==> src/rtl/round_sequencer.sv <==
// Reflex game flow controller: rest gap, response window and round counting.
// Each game ends early once the judge's error count reaches the budget.
module round_sequencer #(
  parameter int CLK_PER_TICK     = 5_000_000,
  parameter int TICKS_PER_WINDOW = 30,
  parameter int GAP_TICKS        = 10,
  parameter int NUM_ROUNDS       = 16,
  parameter int MAX_WRONG        = 3,
  parameter logic [7:0] LFSR_SEED = 8'hA5
) (
  input  logic       clk,
  input  logic       rst,
  input  logic       start,
  input  logic [7:0] judge_wrong,
  output logic       level,
  output logic [3:0] action,
  output logic [7:0] count,
  output logic [7:0] round,
  output logic [7:0] errors,
  output logic       game_over,
  output logic       win
);

  typedef enum logic [1:0] {
    IDLE, GAP, WINDOW, DONE
  } state_t;

  state_t      state;
  logic [31:0] presc;
  logic [31:0] gap_cnt;
  logic [7:0]  lfsr;
  logic [7:0]  base;

  logic       tick;
  logic [7:0] diff;
  logic [7:0] lfsr_next;

  assign tick      = (presc == 32'(CLK_PER_TICK - 1));
  assign diff      = judge_wrong - base;
  assign lfsr_next = {lfsr[6:0],
                      lfsr[7] ^ lfsr[5] ^ lfsr[4] ^ lfsr[3]};

  always_ff @(posedge clk) begin
    if (rst) begin
      state     <= IDLE;
      presc     <= '0;
      gap_cnt   <= '0;
      lfsr      <= LFSR_SEED;
      base      <= '0;
      level     <= 1'b0;
      action    <= '0;
      count     <= '0;
      round     <= '0;
      errors    <= '0;
      game_over <= 1'b0;
      win       <= 1'b0;
    end else begin
      unique case (state)
        IDLE, DONE: begin
          if (start) begin
            state     <= GAP;
            base      <= judge_wrong;
            presc     <= '0;
            gap_cnt   <= '0;
            level     <= 1'b0;
            count     <= '0;
            round     <= '0;
            errors    <= '0;
            game_over <= 1'b0;
            win       <= 1'b0;
          end
        end
        GAP, WINDOW: begin
          errors <= diff;
          // error budget outranks window expiry and the win check
          if (diff >= 8'(MAX_WRONG)) begin
            state     <= DONE;
            presc     <= '0;
            level     <= 1'b0;
            game_over <= 1'b1;
            win       <= 1'b0;
          end else begin
            presc <= tick ? '0 : presc + 32'd1;
            if (state == GAP) begin
              if (tick) begin
                if (gap_cnt == 32'(GAP_TICKS - 1)) begin
                  state   <= WINDOW;
                  gap_cnt <= '0;
                  lfsr    <= lfsr_next;
                  action  <= {2'b00, lfsr_next[1:0]};
                  round   <= round + 8'd1;
                  count   <= '0;
                  level   <= 1'b1;
                end else begin
                  gap_cnt <= gap_cnt + 32'd1;
                end
              end
            end else if (tick) begin
              if (count == 8'(TICKS_PER_WINDOW - 1)) begin
                level <= 1'b0;
                if (round == 8'(NUM_ROUNDS)) begin
                  state     <= DONE;
                  game_over <= 1'b1;
                  win       <= 1'b1;
                end else begin
                  state <= GAP;
                  count <= '0;
                end
              end else begin
                count <= count + 8'd1;
              end
            end
          end
        end
      endcase
    end
  end

endmodule
==> config.mk <==
export PLATFORM = sky130hd
export DESIGN_NAME = round_sequencer
export DESIGN_NICKNAME = d
export VERILOG_FILES = /design/src/rtl/round_sequencer.sv
export SDC_FILE = /design/constraint.sdc
export NUM_CORES = 1
export LEC_CHECK = 0
export CAP_MARGIN = 15
export CORE_UTILIZATION = 59
export CTS_CLUSTER_DIAMETER = 150
export DETAILED_ROUTE_END_ITERATION = 10
export PLACE_DENSITY = 0.89
export RECOVER_POWER = 25
export SLEW_MARGIN = 20
export SYNTH_ARGS = -nofsm -noshare
export SYNTH_HDL_FRONTEND = slang
export SYNTH_SLANG_ARGS = --single-unit
==> constraint.sdc <==
create_clock -name clk -period 3.7 [get_ports clk]
set_input_delay 0.555 -clock clk [delete_from_list [all_inputs] [get_ports clk]]
set_output_delay 0.555 -clock clk [all_outputs]
set_load 0.01 [all_outputs]
==> results of run 1 <==
## worst min path at each step
stage / start / end / slack (ns) / depth (start not counted)
floorplan: base[1]$_SDFFE_PP0P_ / base[1]$_SDFFE_PP0P_ / 0.44 / 2
global placement: base[5]$_SDFFE_PP0P_ / base[5]$_SDFFE_PP0P_ / 0.44 / 2
detailed placement: base[5]$_SDFFE_PP0P_ / base[5]$_SDFFE_PP0P_ / 0.45 / 2
CTS: base[2]$_SDFFE_PP0P_ / base[2]$_SDFFE_PP0P_ / 0.47 / 2
global route: base[2]$_SDFFE_PP0P_ / base[2]$_SDFFE_PP0P_ / 0.49 / 2
finish: base[5]$_SDFFE_PP0P_ / base[5]$_SDFFE_PP0P_ / 0.47 / 2
## state kept, by name, indices dropped and copies added (netlist names)
name       count
gap_cnt       32
presc         32
base           8
count          8
errors         8
lfsr           8
round          8
state          2
action         1
game_over      1
level          1
win            1
## metrics by stage
stage	area (um2)	utilization (%)	setup slack, ns
after detailed placement	6560	66.8	-0.211
after CTS	6760	68.8	0.213
after floorplan	5990	-	0.593
after global routing	6750	68.8	0.0417
after global placement	6560	66.8	-0.0136
final	6750	68.8	0.206
## placed cells by master (no fill, tap or decap), types with 17 or more instances in the layout
cell,synthesis,final
o21ai_0,18,17
nand4_1,20,20
nand3_1,42,42
xnor2_1,31,31
a31oi_1,25,25
nor4_1,25,25
inv_1,38,38
buf_4,4,17
nor2_1,89,89
dlygate4sd3_1,0,30
dfxtp_1,110,110
nand2_1,70,70
nor3_1,23,23
a21oi_1,36,36
ha_1,17,17
## area by class of cell
class | instances | area [um2]
multi-input combinational | 559 | 3470
fill | 791 | 3070
sequential | 110 | 2200
timing repair buffer | 59 | 562
tap | 133 | 166
inverter | 41 | 155
clock buffer | 9 | 124
clock inverter | 7 | 75.1
## metal layers
metal	GRT usage, %	part of all wire, %	vias up	wire, um
li1	-	-	2745	-
met1	35.9	42	2682	6180
met2	51.8	50	196	7250
met3	6.58	6.2	24	908
met4	9.67	1.6	0	237
met5	0	0	-	0
## synth_stat cells (13+ instances only)
cell,n
dfxtp_1,110
nor2_1,89
nand2_1,70
nand3_1,42
inv_1,38
a21oi_1,36
xnor2_1,31
a31oi_1,25
nor4_1,25
nor3_1,23
clkbuf_1,20
nand4_1,20
o21ai_0,18
ha_1,17
xor2_1,14
or4_1,13
## power by group through the flow
stage | Combinational, mW | Clock, mW | Sequential [mW]
3_3_place_gp | 0.567 | 0 | 1.27
5_1_grt | 0.650 | 0.782 | 1.25
4_1_cts | 0.595 | 0.737 | 1.25
6_report | 0.594 | 0.734 | 1.25
3_5_place_dp | 0.590 | 0 | 1.28
2_1_floorplan | 0.386 | 0 | 1.28
## cells by family after synthesis
group	synth area share, %
multiplexers	2.57
AND/OR/NAND/NOR	29.8
AO/OA/AOI/OAI	14.9
XOR/XNOR	6.59
flip-flops	36.8
other	0.0627
buffers and inverters	5.31
adder cells (fa/ha/maj)	3.89
## tightest hold or removal path: stages, from the launching register on
cell	delay (ns)
dfxtp_1	0.33
nand2_1	0.05
a21oi_1	0.05
==> results by group, run 1 <==
Timing
  • Final hold violation count: 0
  • Final setup viols: 0
  • Post-route clock period utilization: 94.4%
  • Rel. slew slack: between 30% and 40%
  • Setup TNS: 0 ns
  • Worst slew pin tran: 1.03 ns
  • Fmax achieved: 286 MHz
  • RSZ-0062 raised after global routing: no
  • Count of pins over their slew limit: 0
  • Final clock skew: between 0.015 and 0.02 ns
  • Worst hold slack: 0.469 ns
  • Post-layout min period: 3.49 ns

Global routing
  • Largest net degree at the start of global routing: 36
  • Global-route wire length before repair: 24700 um
  • Initial antenna violation count: 0
  • Overall Global Routing Usage: 29.6%
  • Vias in the first global route: 5407
  • Gr ovfl total: 0

Setup path
  • Crit-path leading delay family: buffers and inverters
  • CP peak stage delay: ~0.57 ns
  • CP Max Fanout: 9
  • Worst Path Arrival: around 3.8 ns
  • Setup Crit Path Kind: in2reg
  • WP data required: 3.99 ns
  • CP cell instances: clkdlybuf4s50_1 > inv_1 > ha_1 > inv_1 > fa_1 > a211oi_1 > nor4b_1 > a211oi_2 > o21ai_2 > buf_4 > or4_1 > buf_4 > mux2i_1 > nand2_1
  • CP Depth: 14
  • R2R depth: 12
  • Crit. Startpoint: judge_wrong[0]
  • CP endpoint kind: flop
  • Slowest-stage cell, CP: or4_1
  • Worst Path Buf+Inv: 5
  • Critical path destination: lfsr[7]$_SDFFE_PP1P_
  • R2R Setup Slk: 0.51 ns
  • Reg-to-Reg End: lfsr[7]$_SDFFE_PP1P_
  • Crit start category: input pin
  • Worst r2r src: base[0]$_SDFFE_PP0P_

Run
  • Number of max-cap violations: 0

Detailed routing
  • Residual DRC: 0
  • WL/cell: 15.9 um
  • DR vias: 5647
  • Drt first pass iters: 5
  • Vias per cell: between 6 and 7
  • DR iter-0 viols: 424
  • WL final: 14600 um
  • Antenna Nets Post-Route: 0

Die
  • Chip width: 103 um
  • # rows: 36
  • Initial core utilization: 60.9%
  • Die Footprint: 10500 um2
  • # IOs: 42
  • Die height: 103 um
  • Area of the core: 9820 um2

Synthesis
  • Yosys cell types: 71
  • Number of flops mapped to enable cells by yosys: 0
  • Ys flop type: dfxtp_1
  • Synth top area cells: dfxtp_1 (37%), nor2_1 (5.6%), xnor2_1 (4.5%), nand2_1 (4.4%), ha_1 (3.6%)
  • Yosys reg bits: 110
  • Post-synth top area share: 36.8%
  • Syn_area_per_cell: 8.05 um2
  • Cell Area, Synth: 5980 um2
  • Area leader, netlist: dfxtp_1
  • Asr flop ratio synth: 0%
  • Register area share after synthesis: 36.8%
  • Mapped Cells: 743
  • Ys Warns: 0

CTS
  • Worst-Skew Late Latency: 0.41 ns
  • CTS tree: yes
  • Clock sinks: 110
  • Clk buf depth: 2
  • Post-CTS Setup Repair Bufs: 0
  • Clock slew at reported path FFs: 0.11 ns
  • CTS Hold Buffers Added: 0
  • Resized cells post-CTS: 0
  • Total CTS buffers: 9
  • H-tree levels: 3
  • CTS root buffer: clkbuf_8

Power
  • Sequential Power Share: 48.5%
  • Clock Power Share: 28.5%
  • Max VDD drop: 0.000387 V
  • PnR Total Power: 2.58 mW
  • Internal: between 1.5 and 2 mW
  • Static leakage: between 2 and 2.5 nW
  • Pwr Density: 381 nW/um2
  • Net Switching: a little under 900 uW
  • Sw frac: approximately a third
  • Gate power share: between 20% and 30%

Placement
  • DP HPWL: 10500 um
  • PortBufs: 39
  • Post-placement cell count: 902
  • Gp weighted congestion: between 0.9 and 1

Outcome
  • Outcome: complete, no violations

Cells and area
  • Layout Nets: 809
  • Final Non-Filler Cells: 918
  • Layout cells sized above 1: between 7 and 8%
  • Layout area overhead: 12.9%
  • Ant. Diodes: 0

Hold path
  • Worst hold path class: reg2reg
Note: power is estimated with default switching activity, not from simulation.
==> inputs of run 2 (changes only) <==
Settings changed: SLEW_MARGIN 20 to not set.
==> results of run 2 <==
Final layout, timing and power as in run 1 (identical DEF).
